`src/rtl/change_dispenser_if.sv`:
```
// Coin ejector handshake between the change dispenser and the ejector.
// master drives coin_valid/coin_sel, slave returns coin_ack.
interface change_dispenser_if;
    logic       coin_valid;
    logic [1:0] coin_sel;
    logic       coin_ack;

    modport master (
        output coin_valid,
        output coin_sel,
        input  coin_ack
    );

    modport slave (
        input  coin_valid,
        input  coin_sel,
        output coin_ack
    );
endinterface

```
`src/rtl/change_dispenser.sv`:
```
// Greedy coin dispenser: splits change_in over four tubes (D3..D0) and
// ejects one coin per valid/ack handshake, tracking per-tube stock.
// Ports: clk, reset (sync, active-low), start/change_in (new amount),
// refill (reload tubes in IDLE), coin (ejector handshake, master side),
// busy/done (status), short/short_amt (unpaid remainder), stock_empty.
module change_dispenser #(
    parameter int D3         = 20,
    parameter int D2         = 10,
    parameter int D1         = 5,
    parameter int D0         = 1,
    parameter int INIT_STOCK = 15,
    parameter int STOCK_W    = 6
) (
    input  logic                clk,
    input  logic                reset,
    input  logic                start,
    input  logic [9:0]          change_in,
    input  logic                refill,
    change_dispenser_if.master  coin,
    output logic                busy,
    output logic                done,
    output logic                short,
    output logic [9:0]          short_amt,
    output logic [3:0]          stock_empty
);

    typedef enum logic [1:0] {
        IDLE   = 2'd0,
        SELECT = 2'd1,
        EJECT  = 2'd2,
        DONE   = 2'd3
    } state_e;

    localparam logic [STOCK_W-1:0] INIT_S = STOCK_W'(INIT_STOCK);
    localparam logic [STOCK_W-1:0] ONE_S  = STOCK_W'(1);

    state_e             state_q, state_d;
    logic [9:0]         rem_q, rem_d;
    logic               coin_valid_q, coin_valid_d;
    logic [1:0]         coin_sel_q, coin_sel_d;
    logic               short_q, short_d;
    logic [9:0]         short_amt_q, short_amt_d;
    logic [STOCK_W-1:0] stock_q [4];
    logic [STOCK_W-1:0] stock_d [4];

    logic               found;
    logic [1:0]         pick;

    function automatic logic [9:0] denom(input logic [1:0] idx);
        logic [9:0] v;
        unique case (idx)
            2'd3:    v = 10'(D3);
            2'd2:    v = 10'(D2);
            2'd1:    v = 10'(D1);
            default: v = 10'(D0);
        endcase
        return v;
    endfunction

    // Ascending scan so the highest eligible tube overwrites lower ones.
    always_comb begin
        found = 1'b0;
        pick  = 2'd0;
        for (int i = 0; i < 4; i++) begin
            if (denom(2'(i)) <= rem_q && stock_q[i] != '0) begin
                found = 1'b1;
                pick  = 2'(i);
            end
        end
    end

    // State register
    always_ff @(posedge clk) begin
        if (!reset) begin
            state_q      <= IDLE;
            rem_q        <= '0;
            coin_valid_q <= 1'b0;
            coin_sel_q   <= 2'd0;
            short_q      <= 1'b0;
            short_amt_q  <= '0;
            for (int i = 0; i < 4; i++) begin
                stock_q[i] <= INIT_S;
            end
        end else begin
            state_q      <= state_d;
            rem_q        <= rem_d;
            coin_valid_q <= coin_valid_d;
            coin_sel_q   <= coin_sel_d;
            short_q      <= short_d;
            short_amt_q  <= short_amt_d;
            for (int i = 0; i < 4; i++) begin
                stock_q[i] <= stock_d[i];
            end
        end
    end

    // Next-state and datapath
    always_comb begin
        state_d      = state_q;
        rem_d        = rem_q;
        coin_valid_d = coin_valid_q;
        coin_sel_d   = coin_sel_q;
        short_d      = short_q;
        short_amt_d  = short_amt_q;
        for (int i = 0; i < 4; i++) begin
            stock_d[i] = stock_q[i];
        end

        unique case (state_q)
            IDLE: begin
                // start has priority; a simultaneous refill is dropped
                if (start) begin
                    rem_d       = change_in;
                    short_d     = 1'b0;
                    short_amt_d = '0;
                    state_d     = SELECT;
                end else if (refill) begin
                    for (int i = 0; i < 4; i++) begin
                        stock_d[i] = INIT_S;
                    end
                end
            end
            SELECT: begin
                if (found) begin
                    coin_sel_d   = pick;
                    coin_valid_d = 1'b1;
                    state_d      = EJECT;
                end else begin
                    if (rem_q != '0) begin
                        short_d     = 1'b1;
                        short_amt_d = rem_q;
                    end
                    state_d = DONE;
                end
            end
            EJECT: begin
                // selection guaranteed denom <= rem and stock != 0
                if (coin.coin_ack && coin_valid_q) begin
                    rem_d               = rem_q - denom(coin_sel_q);
                    stock_d[coin_sel_q] = stock_q[coin_sel_q] - ONE_S;
                    coin_valid_d        = 1'b0;
                    state_d             = SELECT;
                end
            end
            DONE: begin
                state_d = IDLE;
            end
            default: begin
                state_d = IDLE;
            end
        endcase
    end

    // Outputs
    always_comb begin
        busy            = (state_q != IDLE);
        done            = (state_q == DONE);
        coin.coin_valid = coin_valid_q;
        coin.coin_sel   = coin_sel_q;
        short           = short_q;
        short_amt       = short_amt_q;
        stock_empty     = '0;
        for (int i = 0; i < 4; i++) begin
            stock_empty[i] = (stock_q[i] == '0);
        end
    end

endmodule

```
`src/flat_wrapper.sv`:
```
// flat-port wrapper written by rule: the top's interface ports become plain ports
module change_dispenser_flat 
#(
    parameter int D3         = 20,
    parameter int D2         = 10,
    parameter int D1         = 5,
    parameter int D0         = 1,
    parameter int INIT_STOCK = 15,
    parameter int STOCK_W    = 6
)
  (clk, reset, start, change_in, refill, busy, done, short, short_amt, stock_empty, coin_coin_valid, coin_coin_sel, coin_coin_ack);
  change_dispenser_if coin_i ();
  input  logic clk;
  input  logic reset;
  input  logic start;
  input  logic [9:0] change_in;
  input  logic refill;
  output logic busy;
  output logic done;
  output logic short;
  output logic [9:0] short_amt;
  output logic [3:0] stock_empty;
  output wire logic [$bits(coin_i.coin_valid)-1:0] coin_coin_valid;
  output wire logic [$bits(coin_i.coin_sel)-1:0] coin_coin_sel;
  input wire logic [$bits(coin_i.coin_ack)-1:0] coin_coin_ack;
  assign coin_coin_valid = coin_i.coin_valid;
  assign coin_coin_sel = coin_i.coin_sel;
  assign coin_i.coin_ack = coin_coin_ack;
  change_dispenser #(.D3(D3), .D2(D2), .D1(D1), .D0(D0), .INIT_STOCK(INIT_STOCK), .STOCK_W(STOCK_W)) u_core (.clk(clk), .reset(reset), .start(start), .change_in(change_in), .refill(refill), .coin(coin_i), .busy(busy), .done(done), .short(short), .short_amt(short_amt), .stock_empty(stock_empty));
endmodule
```
`config.mk`:
```
export PLATFORM = sky130hd
export DESIGN_NAME = change_dispenser_flat
export DESIGN_NICKNAME = d
export VERILOG_FILES = /design/src/rtl/change_dispenser_if.sv /design/src/rtl/change_dispenser.sv /design/src/flat_wrapper.sv
export SDC_FILE = /design/constraint.sdc
export NUM_CORES = 1
export LEC_CHECK = 0
export BUFFER_PORTS_ARGS = -buffer_cell sky130_fd_sc_hd__buf_2
export CORE_ASPECT_RATIO = 1.1
export CORE_MARGIN = 1
export CORE_UTILIZATION = 58
export CTS_BUF_LIST = sky130_fd_sc_hd__clkbuf_8 sky130_fd_sc_hd__clkbuf_16
export CTS_CLUSTER_DIAMETER = 200
export CTS_CLUSTER_SIZE = 28
export DETAILED_ROUTE_END_ITERATION = 12
export PLACE_DENSITY = 0.78
export SLEW_MARGIN = 5
export SYNTH_ARGS = -nofsm -noshare
export SYNTH_HDL_FRONTEND = slang
export SYNTH_SLANG_ARGS = --single-unit
```
`constraint.sdc`:
```
create_clock -name clk -period 3.1 [get_ports clk]
set_clock_uncertainty 0.1 [all_clocks]
set_input_delay 0 -clock clk [delete_from_list [all_inputs] [get_ports clk]]
set_output_delay 0 -clock clk [all_outputs]
set_load 0.02 [all_outputs]
```
==> results of run 1 <==
[flip-flops by register name, indices dropped and copies added, names as in the netlist, named ones only]
name / cells
u_core.stock_q: 24
u_core.short_amt: 10
u_core.coin.coin_sel: 2
u_core.rem_q: 10
u_core.state_q: 2
u_core.short: 1
u_core.coin.coin_valid: 1
[power by group through the flow]
stage	logic, mW	clock network, mW	registers, mW
after global placement	0.911	0	0.876
after global routing	1.07	0.434	0.877
final	0.959	0.400	0.864
after CTS	0.948	0.402	0.863
after floorplan	0.731	0	0.849
after detailed placement	0.928	0	0.878
[worst min-delay path by stage]
stage / startpoint / slack [ps] / cells past startpoint / end
2_1_floorplan: change_in[4] / 100 / 2 / u_core.rem_q[4]
3_3_place_gp: change_in[4] / 200 / 3 / u_core.rem_q[4]
3_5_place_dp: change_in[4] / 200 / 3 / u_core.rem_q[4]
4_1_cts: change_in[5] / 0.05 / 4 / u_core.rem_q[5]
5_1_grt: change_in[5] / 40 / 4 / u_core.rem_q[5]
6_report: change_in[5] / 4 / 4 / u_core.rem_q[5]
[cells in the final DEF, fill, tap and decap left out, drive strengths merged, types with 5 or more instances in the layout]
| cell type | n |
|---|---|
| mux4 | 6 |
| o22ai | 6 |
| a32o | 10 |
| or4 | 5 |
| dlygate4sd3 | 10 |
| o21ai | 16 |
| a21oi | 15 |
| a211oi | 5 |
| nor2b | 10 |
| ha | 10 |
| nor3 | 9 |
| buf | 38 |
| nand2 | 42 |
| dfxtp | 52 |
| mux2i | 7 |
| clkbuf | 6 |
| inv | 14 |
| a31oi | 6 |
| nor2 | 26 |
[cell type report]
| cell class | instances | area [um2] | share of cell area (%) |
|---|---|---|---|
| Clock inverter | 2 | 11.3 | 0.356 |
| Clock buffer | 6 | 82.6 | 2.61 |
| Timing Repair Buffer | 48 | 300 | 9.50 |
| Tap cell | 54 | 67.6 | 2.14 |
| Sequential cell | 52 | 1040 | 33.0 |
| Multi-Input combinational cell | 230 | 1600 | 50.8 |
| Inverter | 14 | 52.6 | 1.66 |
[worst max-delay path: stages, from the launching register on]
cell and delay (ps):
dfxtp_1 350, inv_1 90, ha_1 160, buf_4 320, nor2_1 120, a211oi_1 220, buf_4 180, a21boi_1 500
mux2i_1 250, nand2_1 60
[logic make-up (layout without fill, tap and decap cells)]
family          after synthesis  after routing  share of synthesized area [%]
simple gates                117            117                           22.5
compound gates               83             83                           21.0
buf+inv                      29             70                           4.21
fa+ha+maj                    11             11                           5.26
flops                        52             52                           37.7
xor+xnor                      6              6                           1.90
mux                          13             13                           7.43
[layer usage]
layer	vias to the layer above	wire length [um]	global-route usage (%)	part of all wire [%]
li1	1230	-	-	-
met1	1192	2850	37.1	42
met2	118	3400	51.6	50
met3	14	478	5.83	7.0
met4	0	123	10.4	1.8
met5	-	0	0	0
==> impl_metrics.ini, run 1 <==
[clocking]
post_cts_buffers = 0
ctsLongestPathBuffers = 2
tritoncts = done
hold_fix_buffers_at_cts = 10
post_cts_resized = 0
clock_sinks = 52
clk-insertion-delay-late_ps = 300
ctsHtreeMaxLevel = 2
tritoncts.num_buffers = 5
root_cell_of_the_clock_tree = clkbuf_8
cts.clk_slew.worst_paths_ps = 90

[drt]
finalWirelength_mm = 6.86
antenna_violating_nets_post_route = 0
detail_route.first_pass.iterations = 5
avgViaCountPerCell = 6.29
wl_per_cell_um = 16.9
vias = 2554
drt_first_iter_violations = 291
remaining_drc_errors = 0

[power]
vdd_drop_max_v = 0.000459
netSwitchingFraction_pct = 41.3
power.combinational.fraction_pct = 43.1
switching_power_mw = 0.919
p_int_mw = 1.30
sequentialPowerShare_pct = 38.9
p_leak_nw = 1.23
total_power_mw = 2.22
clock_network_fraction_of_design_power_pct = 18.0
power.density_cell_area_nw_per_um2 = 704

[setup_path]
timing_worst_setup_path_type = reg2reg
critical_path.reg2reg.endpoint = u_core.stock_q[1][2]
worst_setup_path_startpoint = u_core.state_q[0]
worst_r2r_path_depth = 9
reg2reg_setup_slack_ps = 620
endpoint_kind = flip-flop
critical_path_arrival_ps = 2570
setup.worst_path.start_class = flip-flop
biggest_fanout_along_the_worst_timing_path = 31
worst_setup_path_endpoint = u_core.stock_q[1][2]
timing.rr.start = u_core.state_q[0]
worst-endpoint-required_ps = 3190

[yosys]
synth.cells.most_frequent = 52 x dfxtp_1, 41 x nand2_1, 26 x nor2_1
ys_async_rst_share_pct = 0
dominantRegCellSynth = dfxtp_1
yosysWarnings = 0
post_synth.cell_area_avg_um2 = 8.88
netlist_area_um2 = 2760
mappedNetlistNets = 337
synth_top_cells_by_area = dfxtp_1 38%, nand2_1 5.6%, mux4_2 4.9%, ha_1 4.5%, a32o_1 3.6%
number_of_enable_type_register_cells_in_the_synthesized_netlist = 0
post-synth-top-count-cell = dfxtp_1
synth_top_cell_by_area = dfxtp_1
postSynthRegisterBits = 52
synth_seq_area_share_pct = 37.7
yosys.cell_types.count = 52
synth_top_area_share_pct = 37.7
syn-instance-count = 311

[sta]
maximum_clock_frequency_mhz = 403
rsz_0062_raised_after_global_routing = no
timing.max_slew.rel_slack_pct = 60.3
report.final.setup_viol = 0
timing.final.ws_setup_ps = 620
post-route-period-util_pct = 80.0
timing.final.hold_violations = 0
timing.final.max_slew_violations = 0
final.min_clock_period_ps = 2480
worst_pin_slew_ps = 592
final.hold.worst_slack_ps = 3.71
final.setup.tns_ps = 0

[final_layout]
final_core_utilization_pct = 71.1
area.growth.synth_to_final_pct = 14.4
final_cell_count_no_fill = 406
final_layout_size_suffix_gt1_share_pct = 17.6
final_area_um2 = 3160
nNetsFinal = 377
antenna_cells = 0
num-fill-cells = 350

[global_route]
vias_in_the_first_global_route = 2501
antenna_found_initial = 0
grt_remaining_overflow = 0
grt_start_max_net_pins = 42
grt_pass1_wl_mm = 11.4
global_route.usage.total_pct = 30.0

[placed_design]
dp.final_hpwl_mm = 4.88
setup_slack_after_placement_ps = 625
dpl.cell_count = 388
placement.io_buffers = 34
detailed_place.area_um2 = 2970
place_congestion = 0.911

[floorplan]
total_i_o_pin_count = 35
design.die.area_um2 = 5040
height_of_the_die_um = 74.4
core_region_area_um2 = 4440
rows = 25
dieWidth_um = 67.8
initial_core_util_pct = 62.2

[run]
cap_violations = 0

[run_status]
outcome = finished clean

[min_path]
worst_hold_path_type = in2reg
(Power assumes the default switching activity.)
==> run 2, diff against run 1 <==
clock period = 2.5 ns   (was 3.1 ns; I/O delays follow)
==> run 2 against run 1 <==
Against the previous run: worst setup slack got worse by 460 ps; first-iteration DRC count fell by 23%; worst hold slack improved by 48 ps; maximum frequency rose by 6.0%; sequential power rose by 23%; global-route usage fell by 0.55 points; via count rose by 1.6%; register-to-register slack got worse by 460 ps; core utilization rose by 2.8 points; count of clock-buffer cells in the layout fell by 1.
==> impl_metrics.ini, run 2 (synthesis gave the netlist of run 1 again) <==
[run_status]
outcome = finished clean

[final_layout]
final_layout_size_suffix_gt1_share_pct = 20.3
seqCellArea_um2 = 1040
nNetsFinal = 390
multi_input_comb_area_um2 = 1600
area.growth.synth_to_final_pct = 19.0
num-fill-cells = 338
final_cell_count_no_fill = 419
largest_register_ff_count = 24
final_cell_mix = 52 x dfxtp_1, 41 x nand2_1, 34 x buf_2
top_register = u_core.stock_q
antenna_cells = 0
final_core_utilization_pct = 74.0
mostFrequentLayoutCell = dfxtp_1

[drt]
finalWirelength_mm = 6.95
avgViaCountPerCell = 6.19
vias = 2594
remaining_drc_errors = 0
detail_route.first_pass.iterations = 4
antenna_violating_nets_post_route = 0
wl_per_cell_um = 16.6
drt_first_iter_violations = 224

[sta]
post-route-period-util_pct = 93.5
worst_pin_slew_ps = 552
timing.final.max_slew_violations = 0
rsz_0062_raised_after_global_routing = no
timing.final.hold_violations = 0
report.final.setup_viol = 0
timing.max_slew.rel_slack_pct = 63.0
final.setup.tns_ps = 0
maximum_clock_frequency_mhz = 428
final.min_clock_period_ps = 2340

[setup_path]
endpoint_kind = flip-flop
critical_path.max_stage_delay_ps = 590
critical_path.slowest_cell = or4_4
timing_worst_setup_path_type = reg2reg
critical_path_arrival_ps = 2490
biggest_fanout_along_the_worst_timing_path = 10
worst-endpoint-required_ps = 2650
worstPathCellList = or4_4, nor4b_4, nor3_2, nor3b_4, and3_1, buf_12, a32o_1
setup.worst_path.start_class = flip-flop
worst_r2r_path_depth = 7

[clocking]
ctsHtreeMaxLevel = 2
tritoncts = done
clk-insertion-delay-late_ps = 310
ctsLongestPathBuffers = 2
tritoncts.num_buffers = 5
clock_sinks = 52
cts.clk_slew.worst_paths_ps = 90
root_cell_of_the_clock_tree = clkbuf_8

[floorplan]
height_of_the_die_um = 74.4
design.die.area_um2 = 5040
total_i_o_pin_count = 35
dieWidth_um = 67.8
rows = 25
core_region_area_um2 = 4440
initial_core_util_pct = 62.2

[min_path]
worst_hold_path_type = in2reg
hold_depth = 4

[power]
power.density_cell_area_nw_per_um2 = 891
vdd_drop_max_v = 0.000466
p_leak_nw = 1.31

[global_route]
antenna_found_initial = 0
grt_start_max_net_pins = 42
global_route.usage.total_pct = 29.4
grt_remaining_overflow = 0
vias_in_the_first_global_route = 2350
grt_pass1_wl_mm = 11.0

[run]
cap_violations = 0

[placed_design]
place_congestion = 0.904
placement.io_buffers = 34
dp.final_hpwl_mm = 5.09
dpl.cell_count = 400
## run 2: per-stage QoR
step,hold WS [ps],setup slack [ps],power (mW),cell area (um2)
finish,51.4,161,2.93,3290
global route,75.9,36.3,3.10,3290
CTS,44.1,171,2.92,3290
detailed placement,196,193,2.34,3070
global placement,192,209,2.32,3070
floorplan,97.2,220,1.96,2760
## run 2: cell type report
type                            instances  share of cell area [%]
Multi-Input combinational cell        230                    48.8
Sequential cell                        52                    31.7
Tap cell                               54                    2.06
Clock buffer                            5                    2.09
Clock inverter                          3                    1.18
Timing Repair Buffer                   61                    12.6
Inverter                               14                    1.60
## run 2: timing repair
action                     CTS  global route
gates resized for setup      0             0
buffers inserted             0             0
setup endpoints to repair    0             0
hold buffers                11             0
hold endpoints to repair    11             0
## run 2: per-layer routing
layer / vias to the layer above / share of wire, % / global-route usage (%)
met5: - / 0 / 0
met3: 19 / 5.5 / 4.60
met2: 100 / 49 / 51.6
met4: 0 / 2.4 / 10.4
met1: 1222 / 43 / 36.2
li1: 1253 / - / -
## run 2: final timing paths
kind	start	endpoint	slack [ps]
max	u_core.rem_q[5]	u_core.short_amt[1]	160
min	change_in[9]	u_core.rem_q[9]	50
max reg2reg	u_core.rem_q[5]	u_core.short_amt[1]	160
min reg2reg	u_core.stock_q[3][4]	u_core.stock_q[3][4]	380
## run 2: worst max-delay path, delay by kind of cell, from the launching register on
kind,cells,cell delay (ps)
buf+inv,1,140
simple gates,5,1530
compound gates,1,120
flops,1,390
## run 2: power by group
group | switching (mW) | total, mW | internal, mW | leakage [nW]
sequential | 0.138 | 1.06 | 0.921 | 0.423
combinational | 0.754 | 1.30 | 0.548 | 0.824
clock | 0.274 | 0.567 | 0.293 | 0.0593
==> run 3, diff against run 2 <==
CORE_UTILIZATION = 45   (was 58)
PLACE_DENSITY = 0.63   (was 0.78)
==> run 3 against run 2 <==
Against the previous run: clock power fell by 2%; register-to-register slack got worse by 40 ps; via count fell by 3.5%; critical endpoint is now u_core.short_amt[3]; global-route usage fell by 6.0 points; flip-flop and latch count did not move; worst hold slack got worse by 46 ps; sequential share of layout area barely moved; design area fell by 0.15%; core utilization fell by 18 points; combinational power barely moved.
==> impl_metrics.ini, run 3 (synthesis gave the netlist of run 1 again) <==
[run_status]
outcome = finished clean

[setup_path]
worst_setup_path_startpoint = u_core.stock_q[2][5]
reg2reg_setup_slack_ps = 120
timing.rr.start = u_core.stock_q[2][5]
setup.worst_path.start_class = flip-flop
critical_path.max_stage_delay_ps = 590
critical_path_arrival_ps = 2530
critical_path.reg2reg.endpoint = u_core.short_amt[3]
worst_setup_path_endpoint = u_core.short_amt[3]
timing_worst_setup_path_type = reg2reg
endpoint_kind = flip-flop
biggest_fanout_along_the_worst_timing_path = 10
worst_r2r_path_depth = 7
worst-endpoint-required_ps = 2650
critical_path.slowest_cell = or4_1
worstPathCellList = or4_1, nor4_2, nor3_2, nor3b_4, and3_1, buf_12, a32o_1

[power]
vdd_drop_max_v = 0.000479
p_leak_nw = 1.28
total_power_mw = 2.91
power.density_cell_area_nw_per_um2 = 887

[run]
cap_violations = 0

[sta]
timing.final.ws_setup_ps = 118
final.setup.tns_ps = 0
timing.final.max_slew_violations = 0
timing.max_slew.rel_slack_pct = 59.5
rsz_0062_raised_after_global_routing = no
timing.final.hold_violations = 0
maximum_clock_frequency_mhz = 420
worst_pin_slew_ps = 604
report.final.setup_viol = 0
post-route-period-util_pct = 95.3
final.min_clock_period_ps = 2380

[clocking]
tritoncts = done
clock_sinks = 52
clk-insertion-delay-late_ps = 300
post_cts_buffers = 0
tritoncts.num_buffers = 5
root_cell_of_the_clock_tree = clkbuf_8
ctsLongestPathBuffers = 2
ctsHtreeMaxLevel = 2
cts.clk_slew.worst_paths_ps = 90

[drt]
drt_first_iter_violations = 135
avgViaCountPerCell = 5.74
antenna_violating_nets_post_route = 0
highest-signal-layer = met4
wirelength_met1_mm = 3.29
remaining_drc_errors = 0
vias = 2502
wl_per_cell_um = 16.5
detail_route.first_pass.iterations = 4
detailroute.wirelength.met2_mm = 3.41
detailroute.wirelength.met3_um = 269
finalWirelength_mm = 7.18

[global_route]
global_route.usage.total_pct = 23.4
grt_pass1_wl_mm = 12.0
vias_in_the_first_global_route = 2429
antenna_found_initial = 0
grt_start_max_net_pins = 42
grt_remaining_overflow = 0

[final_layout]
final_layout_size_suffix_gt1_share_pct = 20.1
antenna_cells = 0
top_register = u_core.stock_q
area.growth.synth_to_final_pct = 18.8
final_cell_mix = 52 x dfxtp_1, 41 x nand2_1, 34 x buf_2
largest_register_ff_count = 24
num-fill-cells = 550
mostFrequentLayoutCell = dfxtp_1
nNetsFinal = 386

[placed_design]
placement.io_buffers = 34
place_congestion = 0.871
dp.final_hpwl_mm = 5.29
setup_slack_after_placement_ps = 144

[min_path]
worst_hold_path_type = in2reg

[floorplan]
dieWidth_um = 76.7
initial_core_util_pct = 47.3
height_of_the_die_um = 84.2
rows = 29
total_i_o_pin_count = 35
core_region_area_um2 = 5840
design.die.area_um2 = 6450
## run 3: changes by cell type in the layout (fill, tap and decap cells not counted), sizes merged
cell	delta
inv	-1
buf	-3
clkinv	-1
dlygate4sd3	-1
## run 3: per-layer routing
layer	global-route usage, %	up-vias
met2	39.4	78
met1	29.9	1164
met4	9.27	0
met3	3.48	15
li1	-	1245
met5	0	-
## run 3: repair_timing
action	4_1_cts	5_1_grt
hold endpoints to repair	10	0
setup endpoints to repair	0	3
hold buffers	10	0
resized for setup	0	2
## run 3: critical path, delay by kind of cell (launching register included)
kind	cells	cell delay, ps
AO/OA/AOI/OAI	1	130
buffers and inverters	1	140
AND/OR/NAND/NOR	5	1620
flip-flops	1	330
## run 3: power breakdown
group | switching (mW) | total, mW | internal (mW)
clock network | 0.267 | 0.555 | 0.288
registers | 0.152 | 1.07 | 0.921
logic | 0.748 | 1.28 | 0.534
## run 3: final cells by class
type / count / area (um2) / share of cell area [%]
inverters: 14 / 52.6 / 1.60
multi-input cells: 230 / 1610 / 49.1
well taps: 77 / 96.3 / 2.94
clock buffers: 5 / 68.8 / 2.10
repair buffers: 57 / 380 / 11.6
clock inverters: 1 / 30.0 / 0.915
flip-flops and latches: 52 / 1040 / 31.7
## run 3: worst min-delay path by stage
stage | start | to | slack (ps) | cells after the start
floorplan | change_in[4] | u_core.rem_q[4] | 100 | 2
global placement | change_in[4] | u_core.rem_q[4] | 210 | 3
detailed placement | change_in[2] | u_core.rem_q[2] | 220 | 3
CTS | change_in[3] | u_core.rem_q[3] | 2 | 4
global route | change_in[3] | u_core.rem_q[3] | 60 | 4
finish | change_in[3] | u_core.rem_q[3] | 5 | 4
## run 3: stage by stage
step           utilization, %  hold WS, ps  cell area, um2  instances
2_1_floorplan               -         97.2            2760        311
3_3_place_gp             52.6          211            3070        420
3_5_place_dp             52.6          222            3070        420
4_1_cts                  56.0         1.74            3270        436
5_1_grt                  56.2         56.8            3280        436
6_report                 56.2         4.93            3280        436
